`src/rtl/usb4_pma_rx_mrgn_responder.sv`:
```
// PMA-side Rx margining responder: applies a clamped eye-monitor offset, waits a settle
// time, then counts comparator errors over a dwell window and reports a saturating count.
module usb4_pma_rx_mrgn_responder (
    input  logic        pipe_mac2phy_clk,
    input  logic        pipe_mac2phy_rstn,
    input  logic        mrgn_enable,
    input  logic        rx_signal_detect,
    input  logic        rx_mrgn_req,
    input  logic [1:0]  rx_mrgn_dir,
    input  logic [6:0]  rx_mrgn_offset,
    input  logic [7:0]  cfg_settle_cnt,
    input  logic [15:0] cfg_dwell_cnt,
    input  logic [6:0]  cfg_max_offset,
    input  logic        err_pulse,
    output logic        rx_mrgn_valid,
    output logic [5:0]  rx_mrgn_errcnt,
    output logic        ana_mrgn_en,
    output logic [1:0]  ana_mrgn_dir,
    output logic [6:0]  ana_mrgn_offset,
    output logic        mrgn_clamped
);

    localparam logic [2:0] ST_IDLE   = 3'd0;
    localparam logic [2:0] ST_SETTLE = 3'd1;
    localparam logic [2:0] ST_COUNT  = 3'd2;
    localparam logic [2:0] ST_VALID  = 3'd3;
    localparam logic [2:0] ST_RETURN = 3'd4;

    localparam logic [5:0] ERR_MAX = 6'd63;

    logic [2:0]  r_state;
    logic [7:0]  r_settle_cnt;
    logic [15:0] r_dwell_cnt;
    logic [5:0]  r_errcnt;
    logic        r_valid;
    logic        r_ana_en;
    logic [1:0]  r_ana_dir;
    logic [6:0]  r_ana_offset;
    logic        r_clamped;

    logic        w_abort;
    logic        w_clamp;
    logic [6:0]  w_offset_applied;
    logic [5:0]  w_errcnt_next;
    logic        w_settle_done;
    logic        w_count_done;

    assign w_abort          = ~mrgn_enable | ~rx_signal_detect;
    assign w_clamp          = rx_mrgn_offset > cfg_max_offset;
    assign w_offset_applied = w_clamp ? cfg_max_offset : rx_mrgn_offset;
    assign w_settle_done    = r_settle_cnt == cfg_settle_cnt;

    // Early exit looks at the post-increment count so a saturating error burst ends the window at once.
    assign w_errcnt_next = (err_pulse && (r_errcnt != ERR_MAX)) ? r_errcnt + 6'd1 : r_errcnt;
    assign w_count_done  = (r_dwell_cnt == cfg_dwell_cnt) || (w_errcnt_next == ERR_MAX);

    always_ff @(posedge pipe_mac2phy_clk or negedge pipe_mac2phy_rstn) begin
        if (!pipe_mac2phy_rstn) begin
            r_state      <= ST_IDLE;
            r_settle_cnt <= 8'd0;
            r_dwell_cnt  <= 16'd0;
            r_errcnt     <= 6'd0;
            r_valid      <= 1'b0;
            r_ana_en     <= 1'b0;
            r_ana_dir    <= 2'd0;
            r_ana_offset <= 7'd0;
            r_clamped    <= 1'b0;
        end else if (w_abort) begin
            r_state      <= ST_IDLE;
            r_settle_cnt <= 8'd0;
            r_dwell_cnt  <= 16'd0;
            r_valid      <= 1'b0;
            r_ana_en     <= 1'b0;
            r_ana_offset <= 7'd0;
        end else begin
            case (r_state)
                ST_IDLE: begin
                    if (rx_mrgn_req) begin
                        r_state      <= ST_SETTLE;
                        r_ana_en     <= 1'b1;
                        r_ana_dir    <= rx_mrgn_dir;
                        r_ana_offset <= w_offset_applied;
                        r_clamped    <= w_clamp;
                        r_errcnt     <= 6'd0;
                        r_settle_cnt <= 8'd0;
                    end
                end
                ST_SETTLE: begin
                    if (!rx_mrgn_req) begin
                        r_state      <= ST_RETURN;
                        r_ana_en     <= 1'b0;
                        r_ana_offset <= 7'd0;
                    end else if (w_settle_done) begin
                        r_state     <= ST_COUNT;
                        r_dwell_cnt <= 16'd0;
                    end else begin
                        r_settle_cnt <= r_settle_cnt + 8'd1;
                    end
                end
                ST_COUNT: begin
                    r_errcnt <= w_errcnt_next;
                    if (!rx_mrgn_req) begin
                        r_state      <= ST_RETURN;
                        r_ana_en     <= 1'b0;
                        r_ana_offset <= 7'd0;
                    end else if (w_count_done) begin
                        r_state <= ST_VALID;
                        r_valid <= 1'b1;
                    end else begin
                        r_dwell_cnt <= r_dwell_cnt + 16'd1;
                    end
                end
                ST_VALID: begin
                    if (!rx_mrgn_req) begin
                        r_state      <= ST_RETURN;
                        r_valid      <= 1'b0;
                        r_ana_en     <= 1'b0;
                        r_ana_offset <= 7'd0;
                    end
                end
                ST_RETURN: begin
                    r_state <= ST_IDLE;
                end
                default: begin
                    r_state      <= ST_IDLE;
                    r_valid      <= 1'b0;
                    r_ana_en     <= 1'b0;
                    r_ana_offset <= 7'd0;
                end
            endcase
        end
    end

    assign rx_mrgn_valid   = r_valid;
    assign rx_mrgn_errcnt  = r_errcnt;
    assign ana_mrgn_en     = r_ana_en;
    assign ana_mrgn_dir    = r_ana_dir;
    assign ana_mrgn_offset = r_ana_offset;
    assign mrgn_clamped    = r_clamped;

endmodule

```
`config.mk`:
```
export PLATFORM = sky130hd
export DESIGN_NAME = usb4_pma_rx_mrgn_responder
export DESIGN_NICKNAME = d
export VERILOG_FILES = /design/src/rtl/usb4_pma_rx_mrgn_responder.sv
export SDC_FILE = /design/constraint.sdc
export NUM_CORES = 1
export LEC_CHECK = 0
export BUFFER_PORTS_ARGS = -buffer_cell sky130_fd_sc_hd__buf_2
export CORE_MARGIN = 1
export CORE_UTILIZATION = 50
export CTS_CLUSTER_SIZE = 40
export DETAILED_ROUTE_END_ITERATION = 10
export PLACE_DENSITY = 0.82
export SYNTH_ARGS = -nofsm -noshare
export SYNTH_HDL_FRONTEND = slang
export SYNTH_SLANG_ARGS = --single-unit
```
`constraint.sdc`:
```
create_clock -name pipe_mac2phy_clk -period 2.6 [get_ports pipe_mac2phy_clk]
set_clock_uncertainty 0.05 [all_clocks]
set_input_delay 0.52 -clock pipe_mac2phy_clk [delete_from_list [all_inputs] [get_ports pipe_mac2phy_clk]]
set_output_delay 0.52 -clock pipe_mac2phy_clk [all_outputs]
set_load 0.05 [all_outputs]
```
=== Word-level counts from Yosys, hierarchy flattened ===
Cells that the tools add are included.

* Register bits after elaboration: 45
* Output and inout bits: 18
* Logic and storage cells: 89

* $add $sub $neg: 3
* Magnitude comparators: 1
* Equal/unequal tests: 22
* Mux-type cells: 35
* Bitwise operators: 4
* Reduce and logical (&&, ||, !) cells: 15

{| class="wikitable"
|+ Operators with widths
! cell !! number
|-
| two-way mux 16 bit || 5
|-
| two-way mux 8 bit || 4
|-
| case mux 16 bit (2 select lines) || 1
|-
| two-way mux 7 bit || 4
|-
| inequality test 3 bit, second input constant || 8
|-
| two-way mux 3 bit || 7
|-
| case mux 7 bit (3 select lines) || 1
|-
| adder 16 x 1 -> 16 bit, second input constant || 1
|-
| == test 16 bit || 1
|-
| case mux 8 bit (2 select lines) || 1
|-
| two-way mux 6 bit || 2
|-
| case mux 3 bit (4 select lines) || 1
|-
| case mux 6 bit (2 select lines) || 1
|-
| AND reduction 4 bit || 3
|-
| AND reduction 3 bit || 3
|-
| adder 8 x 1 -> 8 bit, second input constant || 1
|-
| == test 8 bit || 1
|-
| inequality test 4 bit, second input constant || 2
|-
| > comparator 7 bit || 1
|-
| adder 6 x 1 -> 6 bit, second input constant || 1
|-
| == test 3 x 2 -> 1 bit, second input constant || 2
|-
| == test 6 bit, second input constant || 1
|-
| two-way mux 1 bit || 6
|-
| inequality test 6 bit, second input constant || 1
|-
| 15 further kinds || 21
|}

=== Longest topological paths before layout ===
* Word-level depth: 9
* Gate-level depth with buffers: 9
* Gate-level depth less buffers: 8

=== Worst setup path after synthesis ===
Ideal clock, no wire load.

* Path type: register to register
* From: register r_errcnt[0] (netlist: rx_mrgn_errcnt[0])
* To: register r_dwell_cnt[11]
* Library setup time: 0.121 ns
* Arrival: 2.203 ns
* Required time: 2.429 ns
* Path slack: 0.226 ns
* Cell stages (with the launch flop): 9
* Path buffers: 1
* Period minus slack after synthesis: 2.374 ns
* Cell sequence: dfrtp_1 -> ha_1 -> nand2_1 -> o21ai_0 -> a32oi_1 -> o21ai_2 -> buf_4 -> nor3_1 -> o22a_1

* Longest elaborated chain between the ends: 7
* Elaborated cells on any way between the ends: 8

{| class="wikitable"
|+ Ends and longest elaborated chain
! item !! line !! RTL
|-
| start, declared || 34 || <nowiki>logic [5:0] r_errcnt;</nowiki>
|-
| start signal, assigned || 101 || <nowiki>r_errcnt <= w_errcnt_next;</nowiki>
|-
| parallel branches: the longest is 2 deep, another holds adder 6 x 1 -> 6 bit || -- ||
|-
| two-way mux 6 bit * || 54 || <nowiki>assign w_errcnt_next = (err_pulse && (r_errcnt != ERR_MAX)) ? r_errcnt + 6'd1 : r_errcnt;</nowiki>
|-
| == test 6 bit * || 55 || <nowiki>assign w_count_done = (r_dwell_cnt == cfg_dwell_cnt) || (w_errcnt_next == ERR_MAX);</nowiki>
|-
| logical OR 1 bit * || 55 ||
|-
| inequality test 3 bit (no source line) * || -- ||
|-
| AND reduction 5 bit (no source line) * || -- ||
|-
| end signal, assigned || 110 || <nowiki>r_dwell_cnt <= r_dwell_cnt + 16'd1;</nowiki>
|-
| end, declared || 33 || <nowiki>logic [15:0] r_dwell_cnt;</nowiki>
|}

Mark *: on every way between the ends.
A chain may end at the register's enable or synchronous reset.

=== Final worst setup path ===
* From: register r_errcnt[0] (netlist: rx_mrgn_errcnt[0])
* To: register r_dwell_cnt[12]

Same word-level chain as after synthesis.

==> flow_results.org <==
** STA
- Fin. max-slew vios :: 0
- Fraction of the cycle the final worst path needs :: 93.59%
- Measured against its own limit, the worst slew margin works out to 58.59%.
- Setup repair after global routing missed its margin :: no
- Final hold violations :: 0
- Setup-failing EPs final :: 0
- Derived from the worst setup path, the maximum achievable clock frequency is 411.0 MHz.
- Worst Hold Slack :: 0.1696 ns
- Slew of the pin with the lowest slew margin :: 0.6212 ns
- Fin crit period :: 2.433 ns
- TNS Setup :: 0 ns

** Placement
- HPWL after detailed placement :: 4.855 mm
- Routability cong. :: 0.8533
- During placement, the flow inserted port buffers numbering 63.

** Drt
- Dividing the detail-routed via count by the number of cells gives 5.748.
- For this run, design rule violations remaining after detail routing come to 0.
- Iteration count of the initial detailed-routing pass :: 4
- Once detail routing completed, the nets flagged for antenna violations numbered 0.
- Detail-routed net length per standard cell :: 14.23 µm
- Total number of vias :: 2644
- Wire length reported by the detailed router :: 6.548 mm
- The first routing iteration left 135 violations.

** Pwr
- Design Power :: 1526 µW
- The analysis attributes to net switching a power of 402.2 µW.
- Total power divided by cell area :: 445.8 nW/µm²
- In this run the static leakage power is 0.001618 µW.
- The clock network accounts for 36.4% of the total power.
- Maximum vdd ir drop :: 306.6 µV
- Sequential cell fraction of total power :: 47.6%
- Design internal power :: 1124 µW
- Combinational share of power :: 15.9%
- Net Sw Frac :: 26.36%

** Worst setup path
- By startpoint and endpoint, the worst setup path is classified as flop to flop.
- STA classifies the critical path endpoint as a flop.
- Launching instance or port of the critical path :: rx_mrgn_errcnt[0]
- Data arrival time of the critical path :: 2.57 ns
- Critical path peak fanout :: 17
- Worst path required time :: 2.74 ns
- Critical Path Source Type :: flop
- Worst R2R Start :: rx_mrgn_errcnt[0]

** Cells and area
- The repair_antennas step left the layout with diodes totalling 0.
- The area growth from synthesis to layout is 19.58%.
- Total number of nets in the final design :: 443
- Most used cells in the layout excluding fill and tap cells :: sky130_fd_sc_hd__buf_2 (63), sky130_fd_sc_hd__dfrtp_1 (45), sky130_fd_sc_hd__nand2_1 (40), sky130_fd_sc_hd__o21ai_0 (22), sky130_fd_sc_hd__xor2_1 (16)
- Fraction of layout cells with a size suffix above 1 :: 22.68%
- The filler cells instantiated in the layout total 485.
- Leaving out fill and tap cells, the most frequent cell in the layout is sky130_fd_sc_hd__buf_2.

** CTS
- TritonCTS built the clock tree.
- Number of clock buffers inserted by TritonCTS :: 5
- Buffers from clock root to sink, at most :: 2
- The clock drives 45 sinks.
- CTS placed an instance of sky130_fd_sc_hd__clkbuf_8 at the clock tree root.
- Clock edge transition at the registers on the reported setup and hold paths :: 0.09 ns
- Number of levels in the clock H-tree :: 2
- Clock Latency Late Sink :: 0.31 ns
- Post-CTS repair timing setup buffer count :: 0

** Yosys
- Counting flops with an async set or reset pin after synthesis yields a share of 100.0%.
- In the synthesized netlist the dominant register cell turns out to be sky130_fd_sc_hd__dfrtp_1.
- Cell Area, Synth :: 2863 µm²
- FF+latch count, synth :: 45
- Post-synthesis average cell area :: 9.088 µm²
- Cells after synthesis :: 315
- Seq/Total Area, Yosys :: 39.34%
- Nets in the synthesized netlist :: 371
- Yosys mapped a number of flops with a built-in enable equal to 0.
- During synthesis, Yosys emitted a total of 0 warnings.
- The synthesized netlist contains 46 unique library cells.

** Floorplanning
- In this run the core area contains 27 standard-cell rows.
- Number of I/O pins :: 64
- For this configuration, the core starts out at a cell density of 51.99%.
- Placeable Area :: 5507 µm²
- Die span in x :: 77.67 µm
- In this run the vertical extent of the chip is 77.67 µm.
- Area enclosed by the die boundary :: 6032 µm²

** Status
- Outcome :: finished, final reports clean

** Global route
- After global routing the overflow that remains totals 0.
- The initial antenna violation count was 0.
- Number of global-route vias before repair :: 2504
- Wire length of the first global-routing pass :: 11.23 mm
- In the global route stage, overall resource usage came out at 23.54%.
- Largest net degree at the start of global routing :: 29

** Job
- Max-cap violations in this run came to 0.

** Worst hold path
- The min-delay analysis places its worst path in the category input port to async pin.
## synth_stat cells, types with 4 or more instances
library cell | count | area (µm²)
sky130_fd_sc_hd__a21oi_1 | 11 | 55.05
sky130_fd_sc_hd__a31oi_1 | 9 | 56.30
sky130_fd_sc_hd__and3_1 | 6 | 37.54
sky130_fd_sc_hd__clkbuf_1 | 5 | 18.77
sky130_fd_sc_hd__dfrtp_1 | 45 | 1126
sky130_fd_sc_hd__ha_1 | 10 | 125.1
sky130_fd_sc_hd__inv_1 | 14 | 52.55
sky130_fd_sc_hd__mux2i_1 | 10 | 100.1
sky130_fd_sc_hd__nand2_1 | 40 | 150.1
sky130_fd_sc_hd__nand2b_1 | 5 | 31.28
sky130_fd_sc_hd__nand3_1 | 13 | 65.06
sky130_fd_sc_hd__nand4_1 | 8 | 50.05
sky130_fd_sc_hd__nor2_1 | 10 | 37.54
sky130_fd_sc_hd__nor2b_1 | 4 | 25.02
sky130_fd_sc_hd__nor3_1 | 12 | 60.06
sky130_fd_sc_hd__nor4_1 | 9 | 56.30
sky130_fd_sc_hd__o21a_1 | 4 | 30.03
sky130_fd_sc_hd__o21ai_0 | 22 | 110.1
sky130_fd_sc_hd__o22a_1 | 12 | 105.1
sky130_fd_sc_hd__xnor2_1 | 10 | 87.58
sky130_fd_sc_hd__xor2_1 | 16 | 140.1
## cell type report
class / instances / area, µm² / share of cell area, %
Multi-Input combinational cell: 246 / 1633 / 47.70
Inverter: 14 / 52.55 / 1.535
Clock inverter: 1 / 30.03 / 0.8772
Tap cell: 72 / 90.09 / 2.632
Sequential cell: 45 / 1126 / 32.89
Clock buffer: 7 / 86.33 / 2.522
Timing Repair Buffer: 75 / 405.4 / 11.84
## worst paths after layout
kind,endpoint,slack (ns),cells after the start
setup / recovery,r_dwell_cnt[12],0.17,7
hold / removal,rx_mrgn_errcnt[0],0.17,1
setup reg to reg,r_dwell_cnt[12],0.17,7
hold reg to reg,ana_mrgn_en,0.44,2
max in group asynchronous,r_dwell_cnt[2],1.74,2
min in group pipe_mac2phy_clk,ana_mrgn_dir[1],0.39,2
## power by group through the flow
| stage | clock [µW] | sequential (µW) | combinational (µW) |
|---|---|---|---|
| after detailed placement | 0 | 740 | 246 |
| after global placement | 0 | 741 | 238 |
| final | 556 | 727 | 243 |
| after CTS | 566 | 727 | 246 |
| after floorplan | 0 | 793 | 94.6 |
| after global routing | 587 | 730 | 267 |
## state kept, by name, summed over array words and instances (netlist names)
name,flops
rx_mrgn_errcnt,6
r_dwell_cnt,16
ana_mrgn_en,1
ana_mrgn_offset,7
r_state,3
r_settle_cnt,8
mrgn_clamped,1
ana_mrgn_dir,2
rx_mrgn_valid,1
## what timing repair did
item,4_1_cts,5_1_grt
hold buffers,0,0
endpoints found under the setup margin,0,6
resized for setup,0,1
## through the flow
step	utilization (%)	setup slack, ns	cells	cell area (µm²)
detailed placement	59.92	0.07656	452	3299
finish	62.17	0.1667	460	3423
CTS	62.03	0.1176	460	3416
global route	62.17	0.08083	460	3423
floorplan	-	0.2256	315	2863
global placement	59.92	0.1051	452	3299
## metal layers
| metal | global-route usage [%] | share of wire, % | routed length [µm] |
|---|---|---|---|
| met2 | 40.62 | 50 | 3299 |
| met5 | 0 | 0 | 0 |
| met1 | 28.51 | 43 | 2827 |
| met3 | 5.176 | 4.7 | 307 |
| met4 | 9.057 | 1.7 | 113 |
## worst max-delay path: stages (launching register included)
cell,delay [ns]
sky130_fd_sc_hd__dfrtp_1,0.39
sky130_fd_sc_hd__ha_1,0.25
sky130_fd_sc_hd__and3_1,0.16
sky130_fd_sc_hd__o311ai_1,0.53
sky130_fd_sc_hd__o21ai_4,0.21
sky130_fd_sc_hd__o21a_1,0.22
sky130_fd_sc_hd__buf_4,0.20
sky130_fd_sc_hd__o31a_1,0.29
## kinds of logic (layout without fill, tap and decap cells)
| kind of cell | count (synthesis) | in the layout | share of synthesized area, % |
|---|---|---|---|
| multiplexers | 12 | 12 | 4.283 |
| XOR/XNOR | 26 | 26 | 7.954 |
| flip-flops | 45 | 45 | 39.34 |
| AND/OR/NAND/NOR | 118 | 118 | 20.80 |
| AO/OA/AOI/OAI | 80 | 80 | 19.36 |
| adder cells (fa/ha/maj) | 10 | 10 | 4.371 |
| buffers and inverters | 24 | 97 | 3.890 |
No activity file was read; power rests on OpenSTA's default activity.
